## config.mk

```make
export PLATFORM = sky130hd
export DESIGN_NAME = oam_dma_ctrl
export DESIGN_NICKNAME = d
export VERILOG_FILES = /design/src/rtl/nes_mem_pkg.sv /design/src/rtl/oam_dma_ctrl.sv
export SDC_FILE = /design/constraint.sdc
export NUM_CORES = 1
export LEC_CHECK = 0
export ABC_AREA = 1
export CORE_UTILIZATION = 35
export CTS_CLUSTER_SIZE = 28
export DETAILED_ROUTE_END_ITERATION = 10
export PLACE_DENSITY_LB_ADDON = 0.1
export SLEW_MARGIN = 20
export SYNTH_ARGS = -nofsm -noshare
export SYNTH_HDL_FRONTEND = slang
export SYNTH_SLANG_ARGS = --single-unit
```

## constraint.sdc

```tcl
create_clock -name clk -period 1.28 [get_ports clk]
set_input_delay 0.32 -clock clk [delete_from_list [all_inputs] [get_ports clk]]
set_output_delay 0.32 -clock clk [all_outputs]
set_load 0.02 [all_outputs]
```

## src/rtl/nes_mem_pkg.sv

```systemverilog
// -----------------------------------------------------------------------------
// nes_mem_pkg
// Shared definitions for the NES memory-side blocks:
//   - default CPU address of the sprite DMA trigger register
//   - default address of the sprite-RAM data port
//   - state encoding of the sprite DMA controller
//   - helper that tells whether a DMA state holds the CPU off the bus
// -----------------------------------------------------------------------------
package nes_mem_pkg;

  localparam logic [15:0] DMA_REG_ADDR_DEF  = 16'h4014;
  localparam logic [15:0] OAM_DATA_ADDR_DEF = 16'h2004;

  typedef enum logic [2:0] {
    IDLE  = 3'd0,
    DUMMY = 3'd1,
    ALIGN = 3'd2,
    READ  = 3'd3,
    WRITE = 3'd4
  } dma_state_e;

  // True for every state in which the DMA owns the memory bus.
  function automatic logic is_transfer_state(input dma_state_e st);
    logic res;
    case (st)
      DUMMY, ALIGN, READ, WRITE: res = 1'b1;
      default:                   res = 1'b0;
    endcase
    return res;
  endfunction

endpackage

```

## src/rtl/oam_dma_ctrl.sv

```systemverilog
// -----------------------------------------------------------------------------
// oam_dma_ctrl
// Sprite (OAM) DMA controller sitting between the CPU core and the memory
// controller. A CPU write to DMA_REG_ADDR latches a source page and copies the
// 256 bytes {page,00}..{page,FF} to the sprite-RAM data port OAM_DATA_ADDR as
// alternating READ/WRITE cycles while the core is stalled. Outside a transfer
// the core bus is passed straight through.
//
// Ports
//   clk, rst            : clock, synchronous active-high reset
//   core_addr/wdata     : core bus address / write data
//   core_write_en/read_en: core bus strobes
//   core_rdata          : read data returned to the core (always mem_rdata)
//   core_stall          : core holds its state while high
//   mem_addr/wdata      : bus towards the memory controller
//   mem_write_en/read_en: memory strobes
//   mem_rdata           : memory read data (one-cycle latency)
//   dma_busy            : transfer in progress
//   dma_done            : one-cycle pulse after the last WRITE
// -----------------------------------------------------------------------------
module oam_dma_ctrl
  import nes_mem_pkg::*;
#(
  parameter logic [15:0] DMA_REG_ADDR  = DMA_REG_ADDR_DEF,
  parameter logic [15:0] OAM_DATA_ADDR = OAM_DATA_ADDR_DEF
) (
  input  logic        clk,
  input  logic        rst,
  input  logic [15:0] core_addr,
  input  logic [7:0]  core_wdata,
  input  logic        core_write_en,
  input  logic        core_read_en,
  output logic [7:0]  core_rdata,
  output logic        core_stall,
  output logic [15:0] mem_addr,
  output logic [7:0]  mem_wdata,
  output logic        mem_write_en,
  output logic        mem_read_en,
  input  logic [7:0]  mem_rdata,
  output logic        dma_busy,
  output logic        dma_done
);

  dma_state_e  state_r;
  dma_state_e  state_s;
  logic [7:0]  page_r;
  logic [7:0]  idx_r;
  logic        parity_r;
  logic        busy_r;
  logic        done_r;
  logic        trigger_s;
  logic        last_s;

  assign trigger_s  = core_write_en && (core_addr == DMA_REG_ADDR);
  assign last_s     = (idx_r == 8'hFF);

  assign core_rdata = mem_rdata;
  assign core_stall = busy_r;
  assign dma_busy   = busy_r;
  assign dma_done   = done_r;

  // State register, byte counter, cycle parity and registered status flags.
  always_ff @(posedge clk) begin
    if (rst) begin
      state_r  <= IDLE;
      page_r   <= 8'h00;
      idx_r    <= 8'h00;
      parity_r <= 1'b0;
      busy_r   <= 1'b0;
      done_r   <= 1'b0;
    end else begin
      state_r  <= state_s;
      parity_r <= ~parity_r;
      // busy tracks the state being entered, so it is high exactly while
      // the controller sits in a transfer state.
      busy_r   <= is_transfer_state(state_s);
      done_r   <= (state_r == WRITE) && last_s;
      if ((state_r == IDLE) && trigger_s) begin
        page_r <= core_wdata;
        idx_r  <= 8'h00;
      end else if (state_r == WRITE) begin
        // Wraps to 0 on the final byte; the FSM leaves the loop instead.
        idx_r  <= idx_r + 8'd1;
      end
    end
  end

  // Next-state logic and memory bus mux (pass-through only in IDLE).
  always_comb begin
    state_s      = state_r;
    mem_addr     = 16'h0000;
    mem_wdata    = 8'h00;
    mem_write_en = 1'b0;
    mem_read_en  = 1'b0;
    case (state_r)
      IDLE: begin
        mem_addr     = core_addr;
        mem_wdata    = core_wdata;
        mem_write_en = core_write_en;
        mem_read_en  = core_read_en;
        if (trigger_s) begin
          state_s = DUMMY;
        end else begin
          state_s = IDLE;
        end
      end
      DUMMY: begin
        // An odd-parity DUMMY inserts ALIGN so every READ lands on the
        // same cycle parity.
        if (parity_r) begin
          state_s = ALIGN;
        end else begin
          state_s = READ;
        end
      end
      ALIGN: begin
        state_s = READ;
      end
      READ: begin
        mem_addr    = {page_r, idx_r};
        mem_read_en = 1'b1;
        state_s     = WRITE;
      end
      WRITE: begin
        // The byte fetched in READ arrives on mem_rdata during this cycle.
        mem_addr     = OAM_DATA_ADDR;
        mem_wdata    = mem_rdata;
        mem_write_en = 1'b1;
        if (last_s) begin
          state_s = IDLE;
        end else begin
          state_s = READ;
        end
      end
      default: begin
        state_s = IDLE;
      end
    endcase
  end

endmodule
```

==> flow_summary.json <==
{
  "critPathLaunch": "state_r[0]$_SDFF_PP0_",
  "synth_area_leaders": "dfxtp_1 33%, nand2_1 14%, nor2_1 10%",
  "cts.sinks": 22,
  "start_util_pct": 36.50,
  "dp_hpwl_um": 3257,
  "die_height_um": 64.02,
  "cts_buffers": 3,
  "core_area_mm2": 0.003689,
  "final.min_clock_period_ns": 1.722,
  "crit_fanout": 5,
  "routabilityCongestion": 0.8033,
  "fp.dieW_um": 64.02,
  "synth_common_cells": "51 x nand2_1, 37 x nor2_1, 22 x dfxtp_1, 21 x inv_1, 14 x o21ai_0",
  "antenna_found_initial": 0,
  "final_util_pct": 81.99,
  "drive_gt1_share_pct": 56.44,
  "ys_seq_area_share_pct": 32.71,
  "yosysTopAreaCellShare_pct": 32.71,
  "drt-pass1-iter-count": 4,
  "crit_type": "flip-flop to output port",
  "wl_um": 5528,
  "fillCellCount": 242,
  "status": "finished with violations",
  "synthesis.area_mm2": 0.001346,
  "cts_max_path_buffers": 2,
  "grt_pass1_vias": 1762,
  "vias_per_cell": 4.997,
  "yosysTopAreaCell": "dfxtp_1",
  "ys_warn_count": 0,
  "drv_cap": 0,
  "rsz0062_at_grt": "yes",
  "setup_viol": 46,
  "synth.distinct_cells": 28,
  "grt_usage_pct": 24.32,
  "cp-start-kind": "flip-flop",
  "relSlewSlack_pct": 82.26,
  "gr-total-overflow": 0,
  "insertion_delay_ns": 0.27,
  "antenna_cells": 0,
  "rows": 22,
  "die_area_mm2": 0.004099,
  "portBuffers": 72,
  "postLayoutCellArea_mm2": 0.003024,
  "grt_max_degree": 15,
  "ys_ff_latch": 22,
  "first_iter_violations": 97,
  "setup_ws_ns": -0.4420,
  "power_uw": 1890,
  "avgSynthCellArea_um2": 6.599,
  "synth_flop_cell": "dfxtp_1",
  "place_area_mm2": 0.002561,
  "min_from": "parity_r$_SDFF_PP0_",
  "synth_cells": 204,
  "clk_pin_slew_worst_paths_ns": 0.09,
  "io_pins": 73,
  "critPathCaptureType": "output port",
  "dp_slack_ns": -0.7152,
  "timing.fmax_mhz": 580.7,
  "placedCellCount": 364,
  "vias": 1869,
  "cts_root_buf": "clkbuf_8",
  "cts-htree-levels": 1,
  "finalClockSkew_ns": 0.001011,
  "r2r_start": "state_r[0]$_SDFF_PP0_",
  "worstMarginPinSlew_ns": 0.2641,
  "ant_nets": 0,
  "cts_tree": "done",
  "hold_viol_final": 0,
  "powerDensity_mw_per_mm2": 624.9,
  "p_leak_uw": 0.001378,
  "final_cells": 374,
  "async_reset_ff_share_pct": 0,
  "worstPathRequired_ns": 0.96,
  "violations": "negative setup slack",
  "cp.arrival_ns": 1.40,
  "ir_drop_uv": 475.5,
  "routedWlPerCell_um": 14.78,
  "finalCritPeriodShare_pct": 134.5,
  "syn_nets": 241,
  "synth_edf_count": 0,
  "finalMaxSlewViolations": 0,
  "hp-class": "flip-flop to flip-flop",
  "ctsHoldBuffers": 0,
  "syn_to_final_growth_pct": 124.6,
  "synth.most_common_cell": "nand2_1",
  "nets": 364,
  "drc": 0,
  "grt_pass1_wl_um": 7762
}
[final cells by class]
class / count / area (um^2) / area share, %
Multi-Input combinational cell: 145 / 1077 / 35.62
Timing Repair Buffer: 132 / 1261 / 41.70
Clock buffer: 3 / 41.29 / 1.365
Inverter: 23 / 96.34 / 3.186
Clock inverter: 1 / 30.03 / 0.9930
Sequential cell: 22 / 457.9 / 15.14
Tap cell: 48 / 60.06 / 1.986
[layout by cell type, fill, tap and decap left out, drive strengths merged]
cell type	count
a21oi	8
bufinv	1
ha	1
a22o	9
buf	94
clkinv	2
dlygate4sd2	14
xor2	3
nor3	3
o211ai	1
nand4	1
inv	21
dlymetal6s2s	2
nor2	39
a32o	1
o22ai	1
or2	2
dfxtp	22
clkbuf	3
nand2	54
clkdlybuf4s50	22
o21ai	14
nand3	8
[registers in the layout, summed over array words and instances (netlist names)]
signal      cells
parity_r        1
state_r         3
core_stall      1
dma_done        1
page_r          8
idx_r           8
[repair_timing]
item,in CTS,in global routing
gates resized for setup,250,62
buffers inserted,3,2
setup endpoints to repair,56,51
pin swaps,21,15
cloned,1,0
[cell families (layout without fill, tap and decap cells)]
family / count (synthesis) / count (layout) / synth area share (%)
XOR/XNOR: 3 / 3 / 1.952
flip-flops: 22 / 22 / 32.71
adder cells (fa/ha/maj): 1 / 1 / 0.9292
buffers and inverters: 37 / 159 / 13.85
AO/OA/AOI/OAI: 34 / 34 / 15.80
AND/OR/NAND/NOR: 107 / 107 / 34.76
[path summary, 6_finish.rpt]
| kind | endpoint | slack [ns] | depth (start not counted) |
|---|---|---|---|
| max | mem_addr[2] | -0.44 | 5 |
| min | parity_r$_SDFF_PP0_ | 0.41 | 1 |
| max reg2reg | page_r[3]$_SDFFE_PP0P_ | -0.30 | 10 |
| min reg2reg | parity_r$_SDFF_PP0_ | 0.41 | 1 |
[metrics by stage]
| stage | hold slack (ns) | setup TNS [ns] |
|---|---|---|
| detailed placement | 0.4036 | -28.90 |
| floorplan | 0.3817 | -1.178 |
| CTS | 0.4165 | -10.65 |
| global route | 0.4436 | -17.48 |
| global placement | 0.4003 | -28.60 |
| finish | 0.4149 | -14.87 |
[worst max-delay path, cell delays in order, from the launching register on]
cell	delay, ns
dfxtp_4	0.37
nor2_4	0.16
nand2_4	0.09
buf_8	0.14
o211ai_1	0.20
buf_4	0.18
[per-layer routing]
| metal | vias up | track usage, % | part of all wire [%] | wire length (um) |
|---|---|---|---|---|
| li1 | 892 | - | - | - |
| met1 | 894 | 28.04 | 40 | 2202 |
| met2 | 71 | 45.88 | 53 | 2936 |
| met3 | 12 | 3.393 | 5.4 | 298 |
| met4 | 0 | 6.818 | 1.6 | 91 |
| met5 | - | 0 | 0 | 0 |
[where the power goes]
| part | internal [uW] | switching, uW |
|---|---|---|
| Clock | 418 | 258 |
| Sequential | 679 | 2.04 |
| Combinational | 292 | 241 |
Power figures use the tool's default switching activity.
